### src/rtl/logic_gate_pkg.sv
// Shared definitions for the two-input gate tester: FSM states, vector count
// and the truth tables the responses are checked against.
package logic_gate_pkg;

  typedef enum logic [2:0] {
    S_IDLE   = 3'd0,
    S_DRIVE  = 3'd1,
    S_SETTLE = 3'd2,
    S_CHECK  = 3'd3,
    S_DONE   = 3'd4
  } state_e;

  localparam int unsigned NUM_VECTORS = 4;
  localparam int unsigned LAST_VECTOR = NUM_VECTORS - 1;

  // Truth tables indexed by the vector {a,b}; bit v is the expected output for vector v.
  localparam logic [NUM_VECTORS-1:0] EXP_AND = 4'b1000;
  localparam logic [NUM_VECTORS-1:0] EXP_OR  = 4'b1110;
  localparam logic [NUM_VECTORS-1:0] EXP_NOT = 4'b0011;

endpackage

### src/rtl/gate_golden.sv
// Combinational reference gate unit: looks up the expected AND/OR/NOT of a
// stimulus pair in the shared truth tables.
module gate_golden
  import logic_gate_pkg::*;
(
  input  logic a,
  input  logic b,
  output logic andOut,
  output logic orOut,
  output logic notOut
);

  logic [1:0] idx;

  assign idx    = {a, b};
  assign andOut = EXP_AND[idx];
  assign orOut  = EXP_OR[idx];
  assign notOut = EXP_NOT[idx];

endmodule

### src/rtl/logic_gate_tester.sv
// Walks the four input vectors through an external two-input gate unit and
// records which vectors produced a wrong response. Optional mismatch counter
// output oErrCnt is built when GATE_TEST_ERRCNT_EN is defined.
//
// Handshake: iStart is a single-cycle request, honoured only while oBusy=0 and
// not in the oDone cycle; the result (oPass/oFailMask) is valid from the oDone
// pulse until the next accepted iStart.
module logic_gate_tester
  import logic_gate_pkg::*;
#(
  parameter int unsigned SETTLE = 2
)
(
  input  logic       iClk,
  input  logic       iRst_n,
  input  logic       iStart,
  input  logic       iAnd,
  input  logic       iOr,
  input  logic       iNot,
  output logic       oA,
  output logic       oB,
  output logic       oBusy,
  output logic       oDone,
  output logic       oPass,
  output logic [3:0] oFailMask
`ifdef GATE_TEST_ERRCNT_EN
  ,
  output logic [3:0] oErrCnt
`endif
);

  localparam logic [3:0] SETTLE_LOAD = 4'(SETTLE);

  state_e     state, stateNext;
  logic [1:0] vec, vecNext;
  logic [3:0] cnt, cntNext;
  logic [3:0] failMask, failMaskNext;
  logic       passQ, passNext;

  logic       expAnd, expOr, expNot;
  logic [2:0] mismatch;
  logic       startAccept;

  gate_golden uGolden (
    .a      (vec[1]),
    .b      (vec[0]),
    .andOut (expAnd),
    .orOut  (expOr),
    .notOut (expNot)
  );

  assign mismatch    = {iAnd ^ expAnd, iOr ^ expOr, iNot ^ expNot};
  assign startAccept = (state == S_IDLE) && iStart;

  always_ff @(posedge iClk or negedge iRst_n) begin
    if (!iRst_n) begin
      state    <= S_IDLE;
      vec      <= 2'd0;
      cnt      <= 4'd0;
      failMask <= 4'd0;
      passQ    <= 1'b0;
    end else begin
      state    <= stateNext;
      vec      <= vecNext;
      cnt      <= cntNext;
      failMask <= failMaskNext;
      passQ    <= passNext;
    end
  end

  always_comb begin
    stateNext    = state;
    vecNext      = vec;
    cntNext      = cnt;
    failMaskNext = failMask;
    passNext     = passQ;
    case (state)
      S_IDLE: begin
        if (iStart) begin
          failMaskNext = 4'd0;
          passNext     = 1'b0;
          vecNext      = 2'd0;
          stateNext    = S_DRIVE;
        end
      end
      S_DRIVE: begin
        if (SETTLE == 0) begin
          stateNext = S_CHECK;
        end else begin
          cntNext   = SETTLE_LOAD;
          stateNext = S_SETTLE;
        end
      end
      S_SETTLE: begin
        // Counter holds the remaining wait cycles including the current one.
        cntNext = (cnt == 4'd0) ? 4'd0 : cnt - 4'd1;
        if (cnt <= 4'd1) begin
          stateNext = S_CHECK;
        end
      end
      S_CHECK: begin
        if (|mismatch) begin
          failMaskNext[vec] = 1'b1;
        end
        if (vec == 2'(LAST_VECTOR)) begin
          passNext  = (failMaskNext == 4'd0);
          stateNext = S_DONE;
        end else begin
          vecNext   = vec + 2'd1;
          stateNext = S_DRIVE;
        end
      end
      S_DONE: begin
        stateNext = S_IDLE;
      end
      default: begin
        stateNext = S_IDLE;
      end
    endcase
  end

  assign oBusy     = (state == S_DRIVE) || (state == S_SETTLE) || (state == S_CHECK);
  assign oDone     = (state == S_DONE);
  assign oA        = oBusy & vec[1];
  assign oB        = oBusy & vec[0];
  assign oPass     = passQ;
  assign oFailMask = failMask;

`ifdef GATE_TEST_ERRCNT_EN
  logic [3:0] errCnt;
  logic [1:0] mismatchBits;

  assign mismatchBits = 2'(mismatch[0]) + 2'(mismatch[1]) + 2'(mismatch[2]);

  always_ff @(posedge iClk or negedge iRst_n) begin
    if (!iRst_n) begin
      errCnt <= 4'd0;
    end else if (startAccept) begin
      errCnt <= 4'd0;
    end else if (state == S_CHECK) begin
      errCnt <= errCnt + 4'(mismatchBits);
    end
  end

  assign oErrCnt = errCnt;
`else
  logic unusedStart;
  assign unusedStart = startAccept;
`endif

endmodule

### config.mk
export PLATFORM = sky130hd
export DESIGN_NAME = logic_gate_tester
export DESIGN_NICKNAME = d
export VERILOG_FILES = /design/src/rtl/logic_gate_pkg.sv /design/src/rtl/gate_golden.sv /design/src/rtl/logic_gate_tester.sv
export SDC_FILE = /design/constraint.sdc
export NUM_CORES = 1
export LEC_CHECK = 0
export ABC_CLOCK_PERIOD_IN_PS = 2100
export BUFFER_PORTS_ARGS = -buffer_cell sky130_fd_sc_hd__buf_2
export CORE_UTILIZATION = 52
export CTS_CLUSTER_DIAMETER = 200
export DETAILED_ROUTE_END_ITERATION = 7
export GPL_TIMING_DRIVEN = 1
export HOLD_SLACK_MARGIN = 0.03
export PLACE_DENSITY = 0.76
export SLEW_MARGIN = 5
export SYNTH_ARGS = -nofsm -noshare
export SYNTH_HDL_FRONTEND = slang
export SYNTH_SLANG_ARGS = --single-unit
### constraint.sdc
create_clock -name iClk -period 2.1 [get_ports iClk]
set_clock_uncertainty 0.1 [all_clocks]
set_input_delay 0.21 -clock iClk [delete_from_list [all_inputs] [get_ports iClk]]
set_output_delay 0.21 -clock iClk [all_outputs]
set_load 0.005 [all_outputs]
=== After elaboration in Yosys (flattened, before gate mapping) ===
Index checks and enable logic that the tools add are counted.

* Bits in registers: 14
* Bits of input ports: 6
* Word-level logic and storage cells: 62

* $add $sub $neg: 2
* Order comparisons: 3
* Equality and inequality tests: 9
* Multiplexer cells: 24
* Bitwise gates (word level): 6
* Reductions and logical operators: 13

{| class="wikitable"
|+ Operator list
! operator !! number
|-
| $mux 4 || 4
|-
| $pmux 4 s2 || 2
|-
| $pmux 3 s4 || 1
|-
| $mux 3 || 3
|-
| $logic_not 4->1 || 2
|-
| $ne 2x2->1 const B || 4
|-
| $bmux 1 s2 || 3
|-
| $eq 3x2->1 const B || 2
|-
| $mux 1 || 6
|-
| $reduce_and 3->1 || 2
|-
| $le 4x1->1 const B || 1
|-
| $mux 2 || 2
|-
| $or 4x4->4 || 1
|-
| $pmux 2 s2 || 1
|-
| $reduce_and 2->1 || 2
|-
| $reduce_bool 2->1 || 2
|-
| $sub 4x1->4 const B || 1
|-
| $eq 3x1->1 const B || 1
|-
| $eq 3x3->1 const B || 1
|-
| $logic_not 3->1 || 1
|-
| $lt 2x3->1 const B || 1
|-
| $reduce_or 3->1 || 1
|-
| $xor 1x1->1 || 3
|-
| $add 2x1->2 const B || 1
|-
| 7 further kinds || 9
|}

=== Longest topological paths before layout ===
* Word-level depth: 10
* Mapped depth: 5
* Gate-level depth less buffers: 5

=== Modules after synthesis ===
Synthesis repeated with hierarchy kept, for this count alone.

* Cells, all modules: 80
* Area, all modules: 798.3 um2

{| class="wikitable"
|+ Modules (own cells, without submodules)
! module !! times used !! cells an instance !! area each (um2) !! seq. area each (um2)
|-
| logic_gate_tester || 1 || 77 || 780.7 || 350.3
|-
| gate_golden || 1 || 3 || 17.5 || 0.0
|}

=== Worst setup path after synthesis ===
No wires, ideal clock.

* Path type: register -> register
* Start: register state[1]
* End: register failMask[3] (netlist: oFailMask[3])
* Setup time: 0.121 ns
* Arrival time: 1.260 ns
* Data required time: 1.879 ns
* Path slack: 0.619 ns
* Stages on the path, launching flop included: 4
* Buffers on the path: 1
* Period minus slack after synthesis: 1.481 ns
* Path through: dfrtp_1 -> or4b_1 -> buf_2 -> a22o_1

* Cells in the longest elaborated chain, start to end: 3
* Elaborated cells on any way between the ends: 6

{| class="wikitable"
|+ RTL lines
! what !! RTL line !! RTL
|-
| start: declaration || logic_gate_tester.sv:34 || <nowiki>state_e state, stateNext;</nowiki>
|-
| start signal: assignment || logic_gate_tester.sv:63 || <nowiki>state <= stateNext;</nowiki>
|-
| $eq 3x2->1 or $logic_not 3->1 (tied branches) || logic_gate_tester.sv:77 || <nowiki>case (state)</nowiki>
|-
| $reduce_bool 2->1 (no source line) or $ne 2x2->1 (tied branches) || n/a ||
|-
| $reduce_and 2->1 (no source line) || n/a ||
|-
| end signal: assignment || logic_gate_tester.sv:66 || <nowiki>failMask <= failMaskNext;</nowiki>
|-
| end: declaration || logic_gate_tester.sv:37 || <nowiki>logic [3:0] failMask, failMaskNext;</nowiki>
|}

Several ways; a longest one is shown, not always the timed one.
A chain may end at the register's enable or synchronous reset.

=== Worst setup path in the final report ===
* Start: register state[1]
* End: register failMask[0] (netlist: oFailMask[0])

The elaborated chain is that of the path after synthesis.

==> summary.md <==
| Metric | Value |
|---|---|
| WP depth | 2 |
| R2R depth | 2 |
| Seq/Total Area, Yosys | 0.452 |
| Layout cells sized above 1 | 0.213 |
| Net Sw Frac | 0.394 |
| Fillers | 116 |
| Post-synth cell types | 31 |
| Setup TNS | 0 ps |
| Hold wc startpoint | iStart |
| Wire per inst | 13.9 um |
| Warnings from Yosys | 0 |
| Initial core utilization | 0.574 |
| Die area | 1650 sq um |
| CTS tree | built |
| Post-DP HPWL | 1110 um |
| Pwr dens | 1270 nW/um^2 |
| Status | completed |
| Final Cycle Share | 0.825 |
| Top-area cell type share of the netlist area | 0.452 |
| Adder-Cell Fraction of Synth Area | 0.0808 |
| CP arrival | 1800 ps |
| Max-slew violations | 0 |
| WP buf/inv | 0 |
| Most used flip-flop cell after synthesis | dfrtp_1 |
| Setup bufs post-CTS | 0 |
| Crit path max-delay family | simple AND/OR/NAND/NOR gates |
| Reg power frac | 0.426 |
| Synthesized instance count | 79 |
| Hold Path Class | input port to register |
| Post-synthesis compound-gate area fraction | 0.194 |
| Routed Antenna Nets | 0 |
| Initial antenna violation count | 0 |
| Num rows | 13 |
| Max-slew headroom | 0.736 |
| Gr usage total | 0.210 |
| WL final | 1510 um |
| IO Count | 15 |
| Final core occ | 0.661 |
| Residual DRC | 0 |
| Max_cap viols | 0 |
| Crit-path slowest cell | or4b_1 |
| 1st-iter DRT viols | 10 |
| GP Congestion | 0.810 |
| Layout net count | 106 |
| Worst setup path class | register to register |
| H-tree depth | 1 |
| # setup viols final | 0 |
| Final min period | 1730 ps |
| Ys async rst share | 1.00 |
| Combinational Power Share | 0.406 |
| Worst Path Max Fanout | 15 |
| Final Hold Viols | 0 |
| Mux cell area share after synthesis | 0 |
| Grt ovf | 0 |
| Core area | 1350 sq um |
| Internal power | 685 uW |
| Largest family of logic cells by synthesized area | compound AO/OA/AOI/OAI gates |
| Top-count cell post-synth | dfrtp_1 |
| Clock-pin slew on the worst setup and hold paths | 80 ps |
| Syn Area/Cell | 9.80 sq um |
| Die extent in y | 40.6 um |
| Root buf cell | clkbuf_4 |
| Worst Tran Pin Value | 396 ps |
| Resized cells post-CTS | 0 |
| Tot Pwr | 1.13 mW |
| Synth top area cells | dfrtp_1 (45%), ha_1 (8.1%), a32o_1 (3.9%) |
| Synth Area in XOR/XNOR | 0.0339 |
| Critical path required time | 2170 ps |
| Post-Synthesis Cell Area | 774 sq um |
| CTS sink count | 14 |
| Global-route wire length before repair | 2190 um |
| Startpoint Class | register |
| # diodes | 0 |
| Top cells by count, synth | dfrtp_1 (14), nand2_1 (8), ha_1 (5), nor3_1 (5), o21ai_1 (5) |
| Critical Path End Type | register |
| Seq cells post-synth | 14 |
| Clk pwr share | 0.168 |
| Setup ws final | 367 ps |
| Total CTS buffers | 3 |
| Drt first pass iters | 4 |
| Synth area leader | dfrtp_1 |
| Syn nets | 90 |
| Simple-gate share of the synthesized area | 0.192 |
| DR vias | 621 |
| Fmax | 0.577 GHz |
| RSZ-0062 raised after global routing | no |
| EDFF count, synth | 0 |
| Worst-Skew Late Latency | 280 ps |
| Maximum vdd drop | 0.000708 V |
| Largest stage delay, worst path | 720 ps |
| Port-buffer cells | 14 |
| Clock buffer depth | 2 |
| CP Cell Sequence | or4b_1 > a32o_1 |
| LEAKAGE | 0.434 nW |
| Die X | 40.6 um |
| Largest net degree at the start of global routing | 16 |
| Switching power | 444 uW |
| Vias in the first global route | 512 |
| Via-to-Cell Ratio | 5.70 |
| Area growth, synth to finish | 15.2% |
| Critical Path Start | state[1]$_DFFE_PN0P_ |
| Reg2reg start | state[1]$_DFFE_PN0P_ |
| Pre-CTS setup slack | 385 ps |
| Hold-fix buffers at CTS | 1 |
| Hold Path Stages | 3 |
-- sequential cells by signal, summed over array words and instances (netlist names) --
register	count
vec	2
oFailMask	4
state	3
cnt	4
oPass	1
-- worst paths after layout --
check	endpoint	slack (ps)
worst max register to register	oFailMask[0]$_DFFE_PN0P_	370
worst min register to register	oFailMask[2]$_DFFE_PN0P_	420
worst max-delay path	oFailMask[0]$_DFFE_PN0P_	370
min in group asynchronous	cnt[1]$_DFFE_PN0P_	250
worst min-delay path	state[0]$_DFFE_PN0P_	200
max in group asynchronous	cnt[2]$_DFFE_PN0P_	1410
-- cells by family after synthesis --
family / after synthesis
and+or+nand+nor: 27
AOI/OAI and AO/OA: 21
DFF: 14
buffers and inverters: 9
adders and majority gates: 5
xor gates and xnor gates: 3
-- layer usage --
metal | global-route usage | up-vias | wire length [um]
li1 | - | 315 | -
met1 | 0.274 | 291 | 738
met2 | 0.310 | 15 | 700
met3 | 0.0833 | 0 | 75
met4 | 0.0750 | 0 | 0
met5 | 0 | - | 0
-- layout by cell type (no fill, tap or decap), drive strengths merged, types with 2 or more instances in the layout --
master  netlist  routed
xor2          2       2
dfrtp        14      14
nand2         8       8
o21a          2       2
a21oi         3       3
ha            5       5
o21ai         6       6
a32o          3       3
clkbuf        2       4
inv           5       5
nor3          5       5
nor2b         4       4
nor2          2       2
nand3         2       2
buf           2      14
-- area by class of cell --
type                       instances  area, sq um  share of cell area
timing repair buffer              15         80.1              0.0898
clock buffer                       4         36.3              0.0407
tap                               15         18.8              0.0210
inverter                           5         18.8              0.0210
sequential                        14          350               0.393
multi-input combinational         56          388               0.435
-- power groups by stage --
stage | registers, mW | clock network (mW) | logic [mW]
floorplan | 0.428 | 0 | 0.377
global placement | 0.478 | 0 | 0.446
detailed placement | 0.487 | 0 | 0.455
CTS | 0.480 | 0.199 | 0.462
global route | 0.503 | 0.209 | 0.521
finish | 0.481 | 0.190 | 0.458
-- through the flow --
stage	instances	area, sq um	hold slack, ps
6_report	109	892	201
5_1_grt	109	892	198
4_1_cts	109	892	199
3_5_place_dp	104	846	18.3
3_3_place_gp	104	846	20.7
2_1_floorplan	79	774	-186
-- worst reg2reg max path, stage by stage, from the launching register on --
cell and delay (ps):
dfrtp_1 530, or4b_1 720, a32o_1 280
No activity file was read; power rests on OpenSTA's default activity.
